`config.mk`:
```
export PLATFORM = sky130hd
export DESIGN_NAME = round_key_store
export DESIGN_NICKNAME = d
export VERILOG_FILES = /design/src/rtl/round_key_store.sv
export SDC_FILE = /design/constraint.sdc
export NUM_CORES = 2
export LEC_CHECK = 0
export BUFFER_PORTS_ARGS = -buffer_cell sky130_fd_sc_hd__buf_2
export CAP_MARGIN = 20
export CELL_PAD_IN_SITES_DETAIL_PLACEMENT = 1
export CELL_PAD_IN_SITES_GLOBAL_PLACEMENT = 1
export CORE_MARGIN = 5
export CORE_UTILIZATION = 45
export DETAILED_ROUTE_END_ITERATION = 16
export GPL_TIMING_DRIVEN = 0
export PLACE_DENSITY_LB_ADDON = 0.15
export SYNTH_ARGS = -nofsm -noshare
export SYNTH_HDL_FRONTEND = slang
export SYNTH_SLANG_ARGS = --single-unit
```
`constraint.sdc`:
```
create_clock -name clk -period 14.57 [get_ports clk]
set_input_delay 0.7285 -clock clk [delete_from_list [all_inputs] [get_ports clk]]
set_output_delay 0.7285 -clock clk [all_outputs]
set_load 0.05 [all_outputs]
```
`src/rtl/round_key_store.sv`:
```
// Round-key store between AES key expansion and the round core; serves keys by round number.
// Optional ROUND_KEY_STORE_INVMIX_EN: decrypt reads of inner rounds return InvMixColumns(key).
module round_key_store (
    input  logic         clk,
    input  logic         rst,
    input  logic [1:0]   in_nk,
    input  logic         in_valid,
    input  logic         in_first_flag,
    input  logic         in_last_flag,
    input  logic [127:0] in_rk,
    input  logic         in_rd_en,
    input  logic [3:0]   in_rd_round,
    input  logic         in_rd_dec,
    output logic         out_ready,
    output logic         out_err,
    output logic [3:0]   out_nr,
    output logic         out_rd_valid,
    output logic [127:0] out_rd_rk
);

    // state   | meaning
    // S_EMPTY | no usable schedule
    // S_LOAD  | receiving keys, wr_cnt is the next slot
    // S_READY | Nr+1 keys stored, reads serviced
    typedef enum logic [1:0] {S_EMPTY, S_LOAD, S_READY} state_t;

    state_t       state, state_nxt;
    logic [3:0]   wr_cnt, wr_cnt_nxt;
    logic [3:0]   nr_nxt;
    logic         err_nxt;
    logic         wr_en;
    logic [3:0]   wr_idx;
    logic [127:0] slots [15];

    logic         rd_ok;
    logic [3:0]   rd_idx;
    logic [127:0] rd_key;
    logic [127:0] rd_data;

    function automatic logic [3:0] nr_from_nk(input logic [1:0] nk);
        case (nk)
            2'b01:   return 4'd12;
            2'b11:   return 4'd14;
            default: return 4'd10;
        endcase
    endfunction

    always_ff @(posedge clk) begin
        if (rst) begin
            state   <= S_EMPTY;
            wr_cnt  <= 4'd0;
            out_nr  <= 4'd10;
            out_err <= 1'b0;
        end else begin
            state   <= state_nxt;
            wr_cnt  <= wr_cnt_nxt;
            out_nr  <= nr_nxt;
            out_err <= err_nxt;
        end
    end

    always_comb begin
        state_nxt  = state;
        wr_cnt_nxt = wr_cnt;
        nr_nxt     = out_nr;
        err_nxt    = out_err;
        wr_en      = 1'b0;
        wr_idx     = 4'd0;
        if (in_valid) begin
            if (in_first_flag) begin
                // A first-flagged word always restarts the schedule, whatever the state.
                wr_en      = 1'b1;
                wr_idx     = 4'd0;
                wr_cnt_nxt = 4'd1;
                nr_nxt     = nr_from_nk(in_nk);
                if (in_last_flag) begin
                    state_nxt = S_EMPTY;
                    err_nxt   = 1'b1;
                end else begin
                    state_nxt = S_LOAD;
                    err_nxt   = 1'b0;
                end
            end else if (state == S_LOAD) begin
                wr_en      = 1'b1;
                wr_idx     = wr_cnt;
                wr_cnt_nxt = wr_cnt + 4'd1;
                if (wr_cnt == out_nr) begin
                    if (in_last_flag) begin
                        state_nxt = S_READY;
                    end else begin
                        state_nxt = S_EMPTY;
                        err_nxt   = 1'b1;
                    end
                end else if (in_last_flag) begin
                    state_nxt = S_EMPTY;
                    err_nxt   = 1'b1;
                end
            end else begin
                err_nxt = 1'b1;
            end
        end
    end

    always_ff @(posedge clk) begin
        if (wr_en && wr_idx != 4'd15) begin
            slots[wr_idx] <= in_rk;
        end
    end

    assign out_ready = (state == S_READY);

    assign rd_ok  = in_rd_en && (state == S_READY) && (in_rd_round <= out_nr);
    assign rd_idx = in_rd_dec ? (out_nr - in_rd_round) : in_rd_round;
    assign rd_key = (rd_idx != 4'd15) ? slots[rd_idx] : 128'd0;

`ifdef ROUND_KEY_STORE_INVMIX_EN
    function automatic logic [7:0] xt(input logic [7:0] b);
        return {b[6:0], 1'b0} ^ (b[7] ? 8'h1b : 8'h00);
    endfunction

    function automatic logic [31:0] inv_mix_col(input logic [31:0] c);
        logic [7:0] a [4];
        logic [7:0] m9 [4];
        logic [7:0] mb [4];
        logic [7:0] md [4];
        logic [7:0] me [4];
        logic [7:0] x2, x4, x8;
        for (int i = 0; i < 4; i++) begin
            a[i]  = c[31-8*i -: 8];
            x2    = xt(a[i]);
            x4    = xt(x2);
            x8    = xt(x4);
            m9[i] = x8 ^ a[i];
            mb[i] = x8 ^ x2 ^ a[i];
            md[i] = x8 ^ x4 ^ a[i];
            me[i] = x8 ^ x4 ^ x2;
        end
        return {me[0] ^ mb[1] ^ md[2] ^ m9[3],
                m9[0] ^ me[1] ^ mb[2] ^ md[3],
                md[0] ^ m9[1] ^ me[2] ^ mb[3],
                mb[0] ^ md[1] ^ m9[2] ^ me[3]};
    endfunction

    // Only inner decrypt rounds use the transformed key (equivalent inverse cipher).
    always_comb begin
        rd_data = rd_key;
        if (in_rd_dec && rd_idx != 4'd0 && rd_idx != out_nr) begin
            for (int c = 0; c < 4; c++) begin
                rd_data[127-32*c -: 32] = inv_mix_col(rd_key[127-32*c -: 32]);
            end
        end
    end
`else
    assign rd_data = rd_key;
`endif

    always_ff @(posedge clk) begin
        if (rst) begin
            out_rd_valid <= 1'b0;
            out_rd_rk    <= 128'd0;
        end else begin
            out_rd_valid <= rd_ok;
            if (rd_ok) begin
                out_rd_rk <= rd_data;
            end
        end
    end

endmodule

```
==> results.sh <==
export IMPL_endpoint_kind="flip-flop"
export IMPL_clkPwrFrac_pct=42.1
export IMPL_startpoint_type="input port"
export IMPL_drt_pass1_iterations=6
export IMPL_io_buffers=272
export IMPL_hold_class="input port to flip-flop"
export IMPL_cts_max_level=4
export IMPL_switching_share_pct=21.9
export IMPL_grt_max_degree=25
export IMPL_area_growth_pct=18.0
export IMPL_io_pins=276
export IMPL_synth_net_count=3662
export IMPL_ir_drop_mv=0.126
export IMPL_nets=4363
export IMPL_finalWorstSetupSlack_ps=10100
export IMPL_grt_overflow=0
export IMPL_die_area_sq_mm=0.178
export IMPL_wirelength_mm=206
export IMPL_fin_crit_sh_pct=30.7
export IMPL_fin_setup_tns_ps=0
export IMPL_worst_clock_skew_ps=38.4
export IMPL_cts_sinks=2058
export IMPL_ys_top_cells_by_count="edfxtp_1, mux4_2, nand2_1"
export IMPL_switchingPower_mw=2.72
export IMPL_die_width_microns=422
export IMPL_insertion_delay_ps=840
export IMPL_grt_antenna_before_repair=47
export IMPL_syn_inst=3516
export IMPL_synth_cell_type_count=43
export IMPL_vias=38500
export IMPL_postPlaceCellArea_sq_mm=0.0835
export IMPL_slew_violations=0
export IMPL_syn_avg_cell_area_sq_um=21.8
export IMPL_gp_congestion=0.731
export IMPL_comb_power_share_pct=5.8
export IMPL_fillCellCount=14800
export IMPL_place_ws_ps=9250
export IMPL_start_util_pct=45.2
export IMPL_hpwl_mm=137
export IMPL_use_met2_pct=39.3
export IMPL_power_density_mw_per_mm2=138
export IMPL_tritoncts="yes"
export IMPL_grt_use_met1_pct=30.2
export IMPL_grt_busiest_layer="met2"
export IMPL_drc_errors=0
export IMPL_worstSetupPathType="input port to flip-flop"
export IMPL_hold_buffers=0
export IMPL_grt_pass1_vias=41200
export IMPL_worst_pin_slew_ps=970
export IMPL_async_flop_share_pct=0
export IMPL_routed_via_density=5.79
export IMPL_use_met3_pct=3.79
export IMPL_cts_buffers=210
export IMPL_clk_pin_slew_ps=60
export IMPL_wl_per_cell_microns=31.0
export IMPL_synth_most_common_cell="edfxtp_1"
export IMPL_synth_flop_cell="edfxtp_1"
export IMPL_path_max_fanout=11
export IMPL_max_slew_margin_rel_pct=35.3
export IMPL_drv_cap=0
export IMPL_cts_setup_buffers=0
export IMPL_fin_hold_ws_ps=150
export IMPL_synth_edf_count=1920
export IMPL_critPathArrivalTime_ps=5130
export IMPL_grt_pass1_wl_mm=298
export IMPL_synthTopCellsByArea="edfxtp_1, mux4_2, dfxtp_1"
export IMPL_multi_input_area_sq_mm=0.0151
export IMPL_synth_top_area_share_pct=75.3
export IMPL_clock_root_buffer="clkbuf_16"
export IMPL_rows=151
export IMPL_leakage_nw=30.0
export IMPL_outcome="finished, final reports clean"
export IMPL_drive_gt1_share_pct=30.4
export IMPL_worstPathRequired_ps=15220
export IMPL_core_area_sq_mm=0.169
export IMPL_ys_seq_area_share_pct=78.9
export IMPL_die_h_microns=422
export IMPL_rsz0062_at_grt="false"
export IMPL_grt_use_total_pct=23.1
export IMPL_max_freq_mhz=224
export IMPL_ctsResizeCount=0
export IMPL_setup_violations=0
export IMPL_synthesis_area_sq_mm=0.0765
export IMPL_register_area_sq_mm=0.0604
export IMPL_ant_nets=0
export IMPL_ys_ff_latch=2058
export IMPL_yosysTopAreaCell="edfxtp_1"
export IMPL_seq_power_share_pct=52.1
export IMPL_p_int_mw=9.72
export IMPL_final_cell_area_sq_mm=0.0903
export IMPL_yosysWarnings=0
export IMPL_clockBufferDepth=3
export IMPL_finalHoldViolCount=0
export IMPL_min_period_ps=4470
export IMPL_drtIter0Drc=3609
-- worst paths after layout --
check,start,to,slack [ps],depth (start not counted)
hold / removal,in_nk[1],out_nr[1]$_SDFFE_PP1P_,150,3
setup reg to reg,state[0]$_SDFFE_PP0P_,slots[2][106]$_DFFE_PP_,10410,12
hold reg to reg,out_rd_rk[85]$_SDFFE_PP0P_,out_rd_rk[85]$_SDFFE_PP0P_,460,2
setup / recovery,in_rd_round[0],out_rd_rk[58]$_SDFFE_PP0P_,10100,14
-- worst max-delay path, stage by stage --
cell,delay (ps)
buf_2,140
buf_2,500
buf_4,350
buf_4,290
buf_4,270
inv_1,90
ha_1,190
nand2b_1,140
a211o_1,320
and3b_1,280
nand2b_1,140
buf_2,560
clkbuf_1,790
o221ai_1,270
-- cell families after synthesis --
family,count (synthesis),share of synthesized area (%)
multiplexers,642,14.7
flip-flops,2058,78.9
buffers and inverters,215,1.46
XOR/XNOR,7,0.0801
adder cells (fa/ha/maj),5,0.0916
AND/OR/NAND/NOR,312,1.62
AO/OA/AOI/OAI,275,3.10
other,2,0.00981
-- per-stage QoR --
| step | utilization [%] | total power [mW] | instances |
|---|---|---|---|
| floorplan | - | 7.03 | 3516 |
| global placement | 47.7 | 7.33 | 6006 |
| detailed placement | 49.3 | 7.34 | 6223 |
| CTS | 53.3 | 12.6 | 6622 |
| global route | 53.3 | 12.9 | 6634 |
| finish | 53.3 | 12.4 | 6644 |
-- per-layer routing --
metal	routed length, microns	up-vias
met5	24	-
met4	7410	4
met3	10600	353
met2	105000	1132
met1	83100	20700
li1	-	16200
-- layout make-up --
type                       count  area share, %
antenna                       22         0.0610
buffer                       206           1.20
clock buffer                 282           6.41
clock inverter               117           1.03
inverter                       9         0.0374
multi-input combinational   1243           16.7
sequential                  2058           66.9
tap                         2218           3.07
timing repair buffer         489           4.56
-- sequential cells by signal, indices dropped and copies added (netlist names) --
signal        flops
state             2
slots          1920
out_nr            2
wr_cnt            4
out_rd_valid      1
out_rd_rk       128
out_err           1
-- power groups by stage --
stage	combinational, mW	clock, mW	sequential, mW
3_3_place_gp	0.715	0	6.61
6_report	0.725	5.24	6.48
2_1_floorplan	0.414	0	6.61
3_5_place_dp	0.736	0	6.61
5_1_grt	0.771	5.64	6.48
4_1_cts	0.739	5.34	6.48
-- placed cells by master (no fill, tap or decap), types with 4 or more instances in the layout --
master and instances:
inv_1 9, bufinv_16 11, clkbuf_8 20, buf_12 30, clkbuf_16 213, edfxtp_1 1920
nor3_2 10, nor3_1 4, dfxtp_1 138, buf_6 165, clkbuf_1 106, nand2b_1 6
buf_16 6, nor2_4 5, nor2_1 10, a21oi_1 4, mux2i_1 256, xnor2_1 5
clkinvlp_4 10, diode_2 22, ha_1 4, clkinv_1 40, clkinv_8 4, buf_8 9
inv_6 8, buf_2 374, buf_4 42, nand2_1 262, mux4_2 384, clkinv_2 43
o221ai_1 256, buf_1 10, nand3_1 5
Note: power is estimated with default switching activity, not from simulation.
